**config.mk**
```make
export PLATFORM = sky130hd
export DESIGN_NAME = display_scan_controller
export DESIGN_NICKNAME = d
export VERILOG_FILES = /design/src/rtl/display_pkg.sv /design/src/rtl/display_scan_timer.sv /design/src/rtl/display_scan_controller.sv
export SDC_FILE = /design/constraint.sdc
export NUM_CORES = 1
export LEC_CHECK = 0
export ABC_AREA = 1
export CAP_MARGIN = 25
export CORE_MARGIN = 5
export CORE_UTILIZATION = 43
export CTS_CLUSTER_SIZE = 8
export DETAILED_ROUTE_END_ITERATION = 6
export GPL_TIMING_DRIVEN = 1
export PLACE_DENSITY = 0.66
export SYNTH_ARGS = -nofsm -noshare
export SYNTH_HDL_FRONTEND = slang
export SYNTH_SLANG_ARGS = --single-unit
```
**constraint.sdc**
```tcl
create_clock -name clk_in -period 3.56 [get_ports clk_in]
set_clock_uncertainty 0.1 [all_clocks]
set_input_delay 0.712 -clock clk_in [delete_from_list [all_inputs] [get_ports clk_in]]
set_output_delay 0.712 -clock clk_in [all_outputs]
set_load 0.05 [all_outputs]
```
**src/rtl/display_pkg.sv**
```systemverilog
// Shared types and helpers for the multiplexed seven-segment scan path.
package display_pkg;

  typedef enum logic [1:0] {
    IDLE  = 2'd0,
    BLANK = 2'd1,
    SHOW  = 2'd2
  } state_t;

  // Anodes are active-low, so a 1 turns the digit off.
  localparam logic ANODE_OFF = 1'b1;

  function automatic int tick_div(input int clk_freq, input int freq);
    return clk_freq / freq;
  endfunction

  function automatic int timer_width(input int ticks);
    return (ticks > 1) ? $clog2(ticks) : 1;
  endfunction

endpackage

```
**src/rtl/display_scan_timer.sv**
```systemverilog
// Slot timer: counts 0..TICK_DIV-1 per digit slot and flags the end of blanking
// and the end of the slot.
module scan_timer
  import display_pkg::*;
#(
  parameter int TICK_DIV     = 100000,
  parameter int BLANK_CYCLES = 16
) (
  input  logic clk,
  input  logic rst_n,
  input  logic i_clear,
  output logic o_blank_end,
  output logic o_slot_end
);

  localparam int TW = timer_width(TICK_DIV);
  localparam logic [TW-1:0] BLANK_LAST = TW'(BLANK_CYCLES - 1);
  localparam logic [TW-1:0] SLOT_LAST  = TW'(TICK_DIV - 1);

  logic [TW-1:0] r_timer;

  // NOTE: clocked state uses non-blocking assignments so every register
  // samples the pre-edge values, independent of process ordering.
  always_ff @(posedge clk or negedge rst_n) begin
    if (!rst_n) begin
      r_timer <= '0;
    end else if (i_clear || o_slot_end) begin
      r_timer <= '0;
    end else begin
      r_timer <= r_timer + TW'(1);
    end
  end

  assign o_blank_end = (r_timer == BLANK_LAST);
  assign o_slot_end  = (r_timer == SLOT_LAST);

endmodule

```
**src/rtl/display_scan_controller.sv**
```systemverilog
// Digit scan sequencer with anti-ghost blanking, leading-zero suppression and
// a frame-synchronous double-buffered load from the BCD producer.
module display_scan_controller
  import display_pkg::*;
#(
  parameter int CLK_FREQ     = 100000000,
  parameter int SCAN_FREQ    = 1000,
  parameter int N_DIGITS     = 4,
  parameter int BLANK_CYCLES = 16
) (
  input  logic                        clk_in,
  input  logic                        reset,
  input  logic                        enable,
  input  logic                        blank_lz,
  input  logic [4*N_DIGITS-1:0]       value_in,
  input  logic                        load_valid,
  output logic                        load_ready,
  output logic [$clog2(N_DIGITS)-1:0] digit_sel,
  output logic [3:0]                  bcd_out,
  output logic [N_DIGITS-1:0]         anode,
  output logic                        frame_done
);

  localparam int TICK_DIV = tick_div(CLK_FREQ, SCAN_FREQ);
  localparam int DW       = $clog2(N_DIGITS);
  localparam logic [DW-1:0] LAST_DIGIT = DW'(N_DIGITS - 1);

  if (N_DIGITS < 2) begin : g_bad_digits
    $error("display_scan_controller: N_DIGITS must be at least 2");
  end
  if (BLANK_CYCLES <= 0 || BLANK_CYCLES >= TICK_DIV) begin : g_bad_blank
    $error("display_scan_controller: need 0 < BLANK_CYCLES < TICK_DIV");
  end

  state_t                r_state, w_state_next;
  logic [DW-1:0]         r_digit, w_digit_next;
  logic [4*N_DIGITS-1:0] r_active, r_shadow, w_active_next;
  logic                  r_pending;
  logic [N_DIGITS-1:0]   r_anode, w_anode_next, w_suppress;
  logic [3:0]            r_bcd, w_bcd_next;
  logic                  w_clear, w_blank_end, w_slot_end, w_frame_end;

  assign w_clear     = !enable || (r_state == IDLE);
  assign w_frame_end = enable && (r_state == SHOW) && w_slot_end && (r_digit == LAST_DIGIT);

  scan_timer #(
    .TICK_DIV    (TICK_DIV),
    .BLANK_CYCLES(BLANK_CYCLES)
  ) u_scan_timer (
    .clk        (clk_in),
    .rst_n      (reset),
    .i_clear    (w_clear),
    .o_blank_end(w_blank_end),
    .o_slot_end (w_slot_end)
  );

  // NOTE: every signal driven here gets a default first, so no path can
  // leave it unassigned and infer a latch.
  always_comb begin
    w_state_next = r_state;
    w_digit_next = r_digit;
    if (!enable) begin
      w_state_next = IDLE;
      w_digit_next = '0;
    end else begin
      case (r_state)
        IDLE:    w_state_next = BLANK;
        BLANK:   if (w_blank_end) w_state_next = SHOW;
        SHOW: begin
          if (w_slot_end) begin
            w_state_next = BLANK;
            w_digit_next = (r_digit == LAST_DIGIT) ? '0 : r_digit + DW'(1);
          end
        end
        default: w_state_next = IDLE;
      endcase
    end
  end

  assign w_active_next = (w_frame_end && r_pending) ? r_shadow : r_active;

  // A digit is dark when it and every more-significant digit are zero.
  always_comb begin
    logic zero_run;
    w_suppress = '0;
    zero_run   = 1'b1;
    for (int i = N_DIGITS - 1; i >= 1; i--) begin
      zero_run      = zero_run && (w_active_next[4*i +: 4] == 4'd0);
      w_suppress[i] = blank_lz && zero_run;
    end
  end

  // Outputs are registered from next-cycle values so they line up with the
  // registered state and digit_sel without a cycle of lag.
  always_comb begin
    w_bcd_next   = w_active_next[{w_digit_next, 2'b00} +: 4];
    w_anode_next = {N_DIGITS{ANODE_OFF}};
    if (w_state_next == SHOW && !w_suppress[w_digit_next]) begin
      w_anode_next[w_digit_next] = ~ANODE_OFF;
    end
  end

  // NOTE: the display buffers are reset too, so the panel never shows
  // power-up garbage and a reset always discards an in-flight load.
  always_ff @(posedge clk_in or negedge reset) begin
    if (!reset) begin
      r_state   <= IDLE;
      r_digit   <= '0;
      r_active  <= '0;
      r_shadow  <= '0;
      r_pending <= 1'b0;
      r_anode   <= {N_DIGITS{ANODE_OFF}};
      r_bcd     <= 4'd0;
    end else begin
      r_state  <= w_state_next;
      r_digit  <= w_digit_next;
      r_active <= w_active_next;
      r_anode  <= w_anode_next;
      r_bcd    <= w_bcd_next;
      if (w_frame_end && r_pending) begin
        r_pending <= 1'b0;
      end else if (load_valid && !r_pending) begin
        r_shadow  <= value_in;
        r_pending <= 1'b1;
      end
    end
  end

  assign load_ready = !r_pending;
  assign digit_sel  = r_digit;
  assign bcd_out    = r_bcd;
  assign anode      = r_anode;
  assign frame_done = w_frame_end;

endmodule

```
==> results of run 1 <==
metal layers:
metal / wire length [um] / vias up
met1: 2790 / 993
met5: 0 / -
li1: - / 1058
met2: 2360 / 53
met3: 373 / 9
met4: 98 / 0
power groups by stage:
| stage | logic, mW | clock network, mW | registers, mW |
|---|---|---|---|
| after floorplan | 0.0206 | 0 | 0.741 |
| after global placement | 0.0623 | 0 | 0.745 |
| after detailed placement | 0.0631 | 0 | 0.745 |
| after CTS | 0.0633 | 0.695 | 0.732 |
| after global routing | 0.0694 | 0.730 | 0.734 |
| final | 0.0609 | 0.680 | 0.732 |
critical path: stages:
cell	delay, ns
clkdlybuf4s50_1	0.53
nand2_1	0.10
nor2_1	0.20
buf_4	0.23
state kept, by name, indices dropped and copies added, names as in the netlist:
signal / cells
u_scan_timer.r_timer: 17
anode: 4
r_shadow: 16
r_pending: 1
bcd_out: 4
r_active: 16
r_state: 2
digit_sel: 2
stage by stage:
step | instance area, um2 | setup slack, ns | power (mW) | hold slack (ns) | utilization (%)
2_1_floorplan | 2800 | 1.10 | 0.762 | 0.316 | -
3_3_place_gp | 3200 | 0.826 | 0.807 | 0.374 | 50.3
3_5_place_dp | 3200 | 0.697 | 0.808 | 0.381 | 50.3
4_1_cts | 3410 | 0.971 | 1.49 | 0.313 | 53.7
5_1_grt | 3410 | 0.828 | 1.53 | 0.355 | 53.7
6_report | 3410 | 0.966 | 1.47 | 0.298 | 53.7
worst min path at each step:
stage	startpoint	to	slack (ns)
6_report	reset	r_shadow[1]	0.30
4_1_cts	reset	r_shadow[1]	0.31
3_5_place_dp	r_active[0]	r_active[0]	0.38
3_3_place_gp	u_scan_timer.r_timer[0]	u_scan_timer.r_timer[0]	0.37
2_1_floorplan	reset	bcd_out[0]	0.32
5_1_grt	reset	r_shadow[1]	0.35
placed cells by master, fill, tap and decap left out, drive strengths merged, types with 3 or more instances in the layout:
cell type,instances
clkbuf,12
o21ai,16
buf,5
mux2,13
clkdlybuf4s50,30
a21oi,11
nand2,66
dfstp,4
o2111ai,3
dfrtp,58
nand4,8
nor3,8
inv,40
nand3,15
nor2,35
logic make-up after synthesis:
family	count (synthesis)
buffers and inverters	46
multiplexers	13
AO/OA/AOI/OAI	37
AND/OR/NAND/NOR	137
adder cells (fa/ha/maj)	2
XOR/XNOR	2
flip-flops	62
cell type report:
cell class              instances  share of cell area (%)
flip-flops and latches         62                    45.6
multi-input cells             191                    31.0
repair buffers                 35                    9.83
inverters                      40                    4.40
clock buffers                  12                    4.26
well taps                      77                    2.82
clock inverters                 4                    2.05
==> results.toml, run 1 <==
[detailed_routing]
drt_first_pass_iters = 4
ant_nets = 0
totalWireLength_mm = 5.63
vias_per_cell = 5.02
drc = 0
avgRoutedWirePerCell_um = 13.4
drt_iter0_drc = 146
vias = 2113

[placed_design]
port_buffers = 32
routabilityCongestion = 0.889
dp_hpwl_mm = 4.09
dp_cells = 405

[global_route]
grtUsageTotal_pct = 15.5
grt_max_degree = 31
antenna_found_initial = 0
grt_util_met1_pct = 22.0
gr-usage-met2_pct = 21.7
grt_pass1_vias = 2127
use_met3_pct = 4.58
grt_pass1_wl_mm = 10.1
grt-ovfl-total = 0
gr-max-usage-layer = "met1"

[logic_synthesis]
yosys.area.top_type = "dfrtp_1"
yosysTopAreaCellShare_pct = 51.9
netlist_top_cells_count = "nand2_1, dfrtp_1, inv_1, nor2_1, mux2_2"
yosysUniqueCellTypes = 36
synth_area_mm2 = 0.00280
synthArstFlopShare_pct = 100
seq_area_frac_synth_pct = 55.7
ys_ff_latch = 62
synthFlopType = "dfrtp_1"
synth.avg_cell_area_um2 = 9.35
muxShareOfSynthArea_pct = 5.24
synth.most_common_cell = "nand2_1"
synthCells = 299
synth_xor_xnor_area_share_pct = 0.627
synth.area.top_cells = "dfrtp_1, nand2_1, mux2_2, inv_1, nor2_1"
ys.warnings.count = 0
synth_edf_count = 0
synthSimpleGateAreaFrac_pct = 23.4
synth_compound_area_share_pct = 7.65
synth_fa_ha_area_share_pct = 0.895
synth_top_family_by_area = "simple AND/OR/NAND/NOR gates"
synth_fp_nets = 322

[job]
maxCapViolCount = 0

[floorplanning]
row_count = 29
die_y_um = 90.6
die_area_mm2 = 0.00821
coreArea_mm2 = 0.00635
start_util_pct = 44.0
ios = 33
dieWidth_um = 90.6

[clock_tree]
post_cts_buffers = 0
root_buffer = "clkbuf_8"
htree_levels = 3
hold_buffers = 0
cts_buffers = 9
clk_pin_slew_ns = 0.07
clock_latency_ns = 0.34
cts_resized = 0
cts_sinks = 62
clock_path_buffers = 2
cts_tree = "built"

[setup_path]
r2r_slack_ns = 1.14
startpoint = "enable"
cp.required_ns = 2.75
crit_end = "frame_done"
critPathMaxFanout = 5
worstPathArrival_ns = 1.78
timing.rr.start = "u_scan_timer.r_timer[0]"
r2r-end = "anode[3]"
r2r_cells = 11
startpoint_type = "input pin"
path_class = "in -> out"
cp-end-kind = "output port"

[finish]
seq_area_mm2 = 0.00156
layoutNonFillerInstCount = 421
multiInputGateArea_mm2 = 0.00106
num_antenna_cells = 0
nFillCells = 560
final_layout_size_suffix_gt1_share_pct = 14.8
final_nets = 362
syn_to_final_growth_pct = 22.0

[sta]
maxSlewViolCount = 0
maxSlewHeadroom_pct = 49.2
finalCritPeriodShare_pct = 72.9
setup_tns_ns = 0
worst_pin_slew_ns = 0.761
finalSetupViolations = 0
hold_viol_final = 0
rsz0062_at_grt = "no"
fin_crit_ns = 2.59
max_freq_mhz = 385

[pwr]
swShare_pct = 20.8
p_clk_share_pct = 46.2
intPower_mw = 1.17
p_comb_share_pct = 4.1
leakagePower_nw = 1.60
power_frac_seq_pct = 49.7
powerDensity_mw_per_mm2 = 432
irDropWorstVdd_uv = 238
p_switching_mw = 0.306

[status]
status = "finished clean"

[hold_path]
hold_path_class = "in -> async"
Power figures use the tool's default switching activity.
==> run 2, diff against run 1 <==
--- a/config.mk
+++ b/config.mk
@@ -12,7 +12,7 @@
 export CTS_CLUSTER_SIZE = 8
 export DETAILED_ROUTE_END_ITERATION = 6
 export GPL_TIMING_DRIVEN = 1
-export PLACE_DENSITY = 0.66
+export PLACE_DENSITY = 0.68
 export SYNTH_ARGS = -nofsm -noshare
 export SYNTH_HDL_FRONTEND = slang
 export SYNTH_SLANG_ARGS = --single-unit
==> constraint.sdc (replaced) <==
create_clock -name clk_in -period 2.14 [get_ports clk_in]
set_clock_uncertainty 0.1 [all_clocks]
set_input_delay 0.428 -clock clk_in [delete_from_list [all_inputs] [get_ports clk_in]]
set_output_delay 0.428 -clock clk_in [all_outputs]
set_load 0.05 [all_outputs]
==> results.toml, run 2 (synthesized netlist as in run 1, its figures left out) <==
[status]
status = "finished, violations left"
violations = "setup timing"

[detailed_routing]
ant_nets = 0
vias_per_cell = 5.04
drt_iter0_drc = 157
avgRoutedWirePerCell_um = 13.9
drt_first_pass_iters = 4
vias = 2334
drc = 0
totalWireLength_mm = 6.44

[global_route]
grt_pass1_wl_mm = 10.8
grt_max_degree = 30
grt-ovfl-total = 0
grtUsageTotal_pct = 16.0
grt_pass1_vias = 2312
antenna_found_initial = 0

[setup_path]
r2r_slack_ns = -0.03
startpoint_type = "flop"
crit_slowest_cell = "dfrtp_1"
startpoint = "u_scan_timer.r_timer[1]"
crit_chain = "ha_2 > nand2_2 > nor2_4 > nand3_4 > nor2_8 > nand4_4 > clkbuf_16 > nand2_1 > o21ai_2 > nor2_1 > nand2_1 > nand2_1 > nand3_2 > nand3_1"
timing.rr.start = "u_scan_timer.r_timer[1]"
critPathMaxFanout = 6
crit_path_frequent_cell = "nand2_1"
cp.required_ns = 2.32
worstPathArrival_ns = 2.34
crit_end = "anode[3]"
r2r-end = "anode[3]"
r2r_cells = 14
slowest_delay_ns = 0.36
cp-end-kind = "flop"
path_class = "reg -> reg"

[finish]
num_antenna_cells = 0
syn_to_final_growth_pct = 41.4
mostFrequentLayoutCells = "dfrtp_1, nand2_1, buf_4, inv_1, clkdlybuf4s50_1"
top_regs = "u_scan_timer.r_timer (17), r_active (16), r_shadow (16)"
final_layout_size_suffix_gt1_share_pct = 36.0
largest-register = "u_scan_timer.r_timer"
final_common_cell = "dfrtp_1"
largest_register_ffs = 17
final_nets = 404
nFillCells = 504

[sta]
maxSlewViolCount = 0
setup_ws_ns = -0.0250
rsz0062_at_grt = "yes"
maxSlewHeadroom_pct = 66.3
hold_viol_final = 0
max_freq_mhz = 462
finalCritPeriodShare_pct = 101
holdWs_ns = 0.381
finalSetupViolations = 4
worst_pin_slew_ns = 0.503
fin_crit_ns = 2.17

[pwr]
p_switching_mw = 0.524
power_frac_seq_pct = 50.9
leakagePower_nw = 1.86
p_comb_share_pct = 4.9
power_mw = 2.39
swShare_pct = 21.9
irDropWorstVdd_uv = 372
p_clk_share_pct = 44.1
powerDensity_mw_per_mm2 = 605
intPower_mw = 1.87

[floorplanning]
coreArea_mm2 = 0.00635
start_util_pct = 44.0
die_y_um = 90.6
die_area_mm2 = 0.00821
row_count = 29
ios = 33
dieWidth_um = 90.6

[clock_tree]
clock_latency_ns = 0.33
htree_levels = 3
cts_buffers = 9
clock_path_buffers = 2
clk_pin_slew_ns = 0.08
cts_tree = "built"
root_buffer = "clkbuf_8"
cts_sinks = 62

[hold_path]
hold_path_class = "reg -> reg"

[placed_design]
dp_hpwl_mm = 4.45
port_buffers = 32
routabilityCongestion = 0.863

[job]
maxCapViolCount = 0
[run 2: cell types whose count changed in the layout (fill, tap and decap cells not counted), sizes merged]
cell	before	now
clkinvlp	0	1
buf	5	49
bufinv	2	1
dlygate4sd3	0	1
inv	40	41
clkbuf	12	13
clkdlybuf4s50	30	25
[run 2: per-layer routing]
layer | global-route usage, % | up-vias | share of wire [%]
met3 | 3.33 | 9 | 4.5
met4 | 6.70 | 0 | 1.4
met5 | 0 | - | 0
met1 | 22.5 | 1109 | 47
met2 | 23.8 | 65 | 47
li1 | - | 1151 | -
[run 2: through the flow]
stage | setup WS (ns) | setup TNS (ns) | cells | area, um2 | utilization [%]
after global routing | -0.157 | -1.16 | 463 | 3950 | 62.2
after floorplan | 0.0908 | 0 | 299 | 2810 | -
final | -0.0250 | -0.0613 | 463 | 3950 | 62.2
after global placement | -0.0182 | -0.0688 | 435 | 3460 | 54.4
after detailed placement | -0.0535 | -0.190 | 435 | 3460 | 54.4
after CTS | -0.0338 | -0.0338 | 456 | 3750 | 59.0
[run 2: layout make-up]
| class | count | area (um2) | share of cell area [%] |
|---|---|---|---|
| multi-input cells | 191 | 1220 | 30.9 |
| repair buffers | 77 | 717 | 18.1 |
| well taps | 77 | 96.3 | 2.44 |
| clock inverters | 5 | 56.3 | 1.42 |
| flip-flops and latches | 62 | 1560 | 39.5 |
| inverters | 40 | 150 | 3.80 |
| clock buffers | 11 | 151 | 3.83 |
[run 2: repair_timing]
item | CTS | global route
setup endpoints to repair | 6 | 13
setup buffers | 4 | 5
pin swaps | 5 | 1
cloned | 0 | 2
endpoints found under the hold margin | 17 | 0
hold buffers | 1 | 0
gates resized for setup | 10 | 36
[run 2: worst min-delay path by stage]
stage                 from                      end  cells past startpoint
2_1_floorplan        reset               bcd_out[0]                      0
3_5_place_dp         reset  u_scan_timer.r_timer[0]                      1
5_1_grt        r_active[0]              r_active[0]                      2
3_3_place_gp         reset  u_scan_timer.r_timer[0]                      1
6_report       r_active[2]              r_active[2]                      2
4_1_cts        r_active[2]              r_active[2]                      2
[run 2: power groups by stage]
| stage | sequential [mW] | combinational [mW] | clock, mW |
|---|---|---|---|
| 2_1_floorplan | 1.23 | 0.0343 | 0 |
| 3_3_place_gp | 1.24 | 0.114 | 0 |
| 3_5_place_dp | 1.24 | 0.117 | 0 |
| 4_1_cts | 1.22 | 0.119 | 1.09 |
| 5_1_grt | 1.22 | 0.133 | 1.14 |
| 6_report | 1.22 | 0.117 | 1.06 |
[run 2: critical path, delay by kind of cell, from the launching register on]
kind,cells,cell delay [ns]
DFF,1,0.36
adders and majority gates,1,0.19
buffers and inverters,1,0.22
and+or+nand+nor,11,1.18
AOI/OAI and AO/OA,1,0.06
==> patch: new RTL, config.mk and constraints of run 2 <==
Change the parameter `CLK_FREQ` from 100000000 to 50000000.
--- a/src/rtl/display_scan_controller.sv
+++ b/src/rtl/display_scan_controller.sv
@@ -5,3 +5,3 @@
 #(
-  parameter int CLK_FREQ     = 100000000,
+  parameter int CLK_FREQ     = 50000000,
   parameter int SCAN_FREQ    = 1000,
Behaviour: no difference found for any inputs over 10 cycles, from zero or initial values and one cycle with reset low; that may be too few to reach the edited logic, so the function may still have changed.
==> patch against run 2 <==
- worst setup slack gained 76 ps
- sequential cell count is 1 lower
- critical endpoint is now anode[0]
- power is 8.6% lower
- combinational power is 27% lower
- synthesized area increased by 3.9%
- critical path depth is 1 lower
- core utilization down 5.4 points
- die area is 3.5% higher
- highest routed layer unchanged
- final area down 4.0%
- routed wire length decreased by 3.4%
- largest cell class unchanged
==> patch: results (changes against run 2) <==
[detailed_routing]
viasPerCell=5.08  ; +0.70%
drtIter0Drc=76  ; -52%
num_vias=2259  ; -3.2%
routed_wl_um=6220  ; -3.4%

[run_status]
outcome=finished clean

[finish]
drive_gt1_share_pct=34.0  ; -2.0 points
largestRegisters=r_active x16, r_shadow x16, u_scan_timer.r_timer x16
fin_nets=383  ; -5.2%

[placement]
gp_congestion=0.851  ; -1.4%
place_inst=416  ; -4.4%
dp_hpwl_um=4240  ; -4.6%
placedInstanceArea_mm2=0.00340  ; -1.7%

[synth]
synthTopCellsByCount=59 x nand2_1, 57 x dfrtp_1, 30 x nor2_1, 28 x inv_1, 17 x nand3_1
synth_area_leaders=dfrtp_1 49%, nand2_1 7.6%, mux2_2 5.8%, nor2_1 3.9%, dfstp_2 3.6%
yosysUniqueCellTypes=40  ; +11%
yosysSeqAreaShare_pct=52.7  ; -3.0 points
avgSynthCellArea_um2=9.72  ; +3.9%

[worst_setup_path]
reg2regPathDepth=13  ; -1
reg2reg_slack_ps=50  ; +80 ps
r2r-end=anode[0]

[timing]
slew_headroom_pct=66.3  ; about the same
fin_hold_ws_ps=395  ; +13.6 ps

[grt]
grt_use_total_pct=15.9  ; -0.093 points
grt_first_pass_wirelength_um=10500  ; -2.2%
grt_pass1_vias=2214  ; -4.2%

[power]
leakage_uw=0.00175  ; -6.2%

==> patch: changes by cell type after synthesis, moves of 5 or more <==
cell,before,now
nand2_2,1,12
inv_1,37,28
a21oi_1,11,4
o21ai_0,8,1
a22oi_1,2,8
nand2_1,65,59
o21ai_1,8,2
nand3_1,12,17
nor3b_1,0,5
==> patch: report_power, final <==
part / switching [µW] / internal, µW
Clock: 481 / 459
Sequential: 3.17 / 1160
Combinational: 41.2 / 44.5
Total: 525 / 1660
==> patch: worst max-delay path by stage <==
| stage | startpoint | end | slack, ps | cells after the start |
|---|---|---|---|---|
| detailed placement | enable | anode[1] | -80 | 11 |
| global route | u_scan_timer.r_timer[9] | anode[0] | -80 | 14 |
| finish | u_scan_timer.r_timer[0] | anode[0] | 50 | 13 |
| global placement | enable | anode[2] | -60 | 11 |
| CTS | u_scan_timer.r_timer[0] | frame_done | 10 | 6 |
| floorplan | digit_sel[0] | anode[0] | 30 | 10 |
==> patch: stage by stage <==
| step | setup slack (ps) | total power (µW) |
|---|---|---|
| after global placement | -56.6 | 1260 |
| final | 50.6 | 2180 |
| after detailed placement | -81.1 | 1260 |
| after CTS | 10.3 | 2220 |
| after global routing | -77.6 | 2280 |
| after floorplan | 31.2 | 1190 |
==> patch: logic make-up (layout without fill, tap and decap cells) <==
group                    after synthesis  count (layout)  synth area share [%]
XOR/XNOR                               1               1                 0.302
AND/OR/NAND/NOR                      153             153                  27.4
multiplexers                          15              15                  5.81
AO/OA/AOI/OAI                         27              27                  7.28
flip-flops                            61              61                  52.7
buffers and inverters                 40             106                  5.64
adder cells (fa/ha/maj)                2               2                 0.861
==> patch: layer usage <==
metal  track usage, %  part of all wire, %
met5                0                    0
met4             6.56                  1.7
met3             4.43                  3.7
met2             24.0                   47
met1             21.5                   47
==> patch: critical path, cell delays in order, from the launching register on <==
cell and delay [ps]:
dfrtp_1 430, ha_4 190, nand3_4 90, nor2_4 120, nand3_4 100, buf_6 150
buf_4 140, nand2_1 90, o211ai_4 130, nor2_4 200, inv_1 70, nand2_2 70
nand3_4 90, nand3_2 70
==> patch: cell type report <==
class,count,area [µm²]
Clock buffer,10,138
Clock inverter,6,45.0
Multi-Input combinational cell,198,1310
Fill cell,578,2890
Timing Repair Buffer,54,524
Tap cell,80,100
Inverter,36,136
Sequential cell,61,1540
==> patch: what timing repair did <==
item / in CTS / in global routing
endpoints found under the setup margin: 2 / 9
endpoints found under the hold margin: 46 / 0
pin swaps: 5 / 15
buffers inserted: 3 / 9
gates resized for setup: 3 / 25
hold buffers: 1 / 0
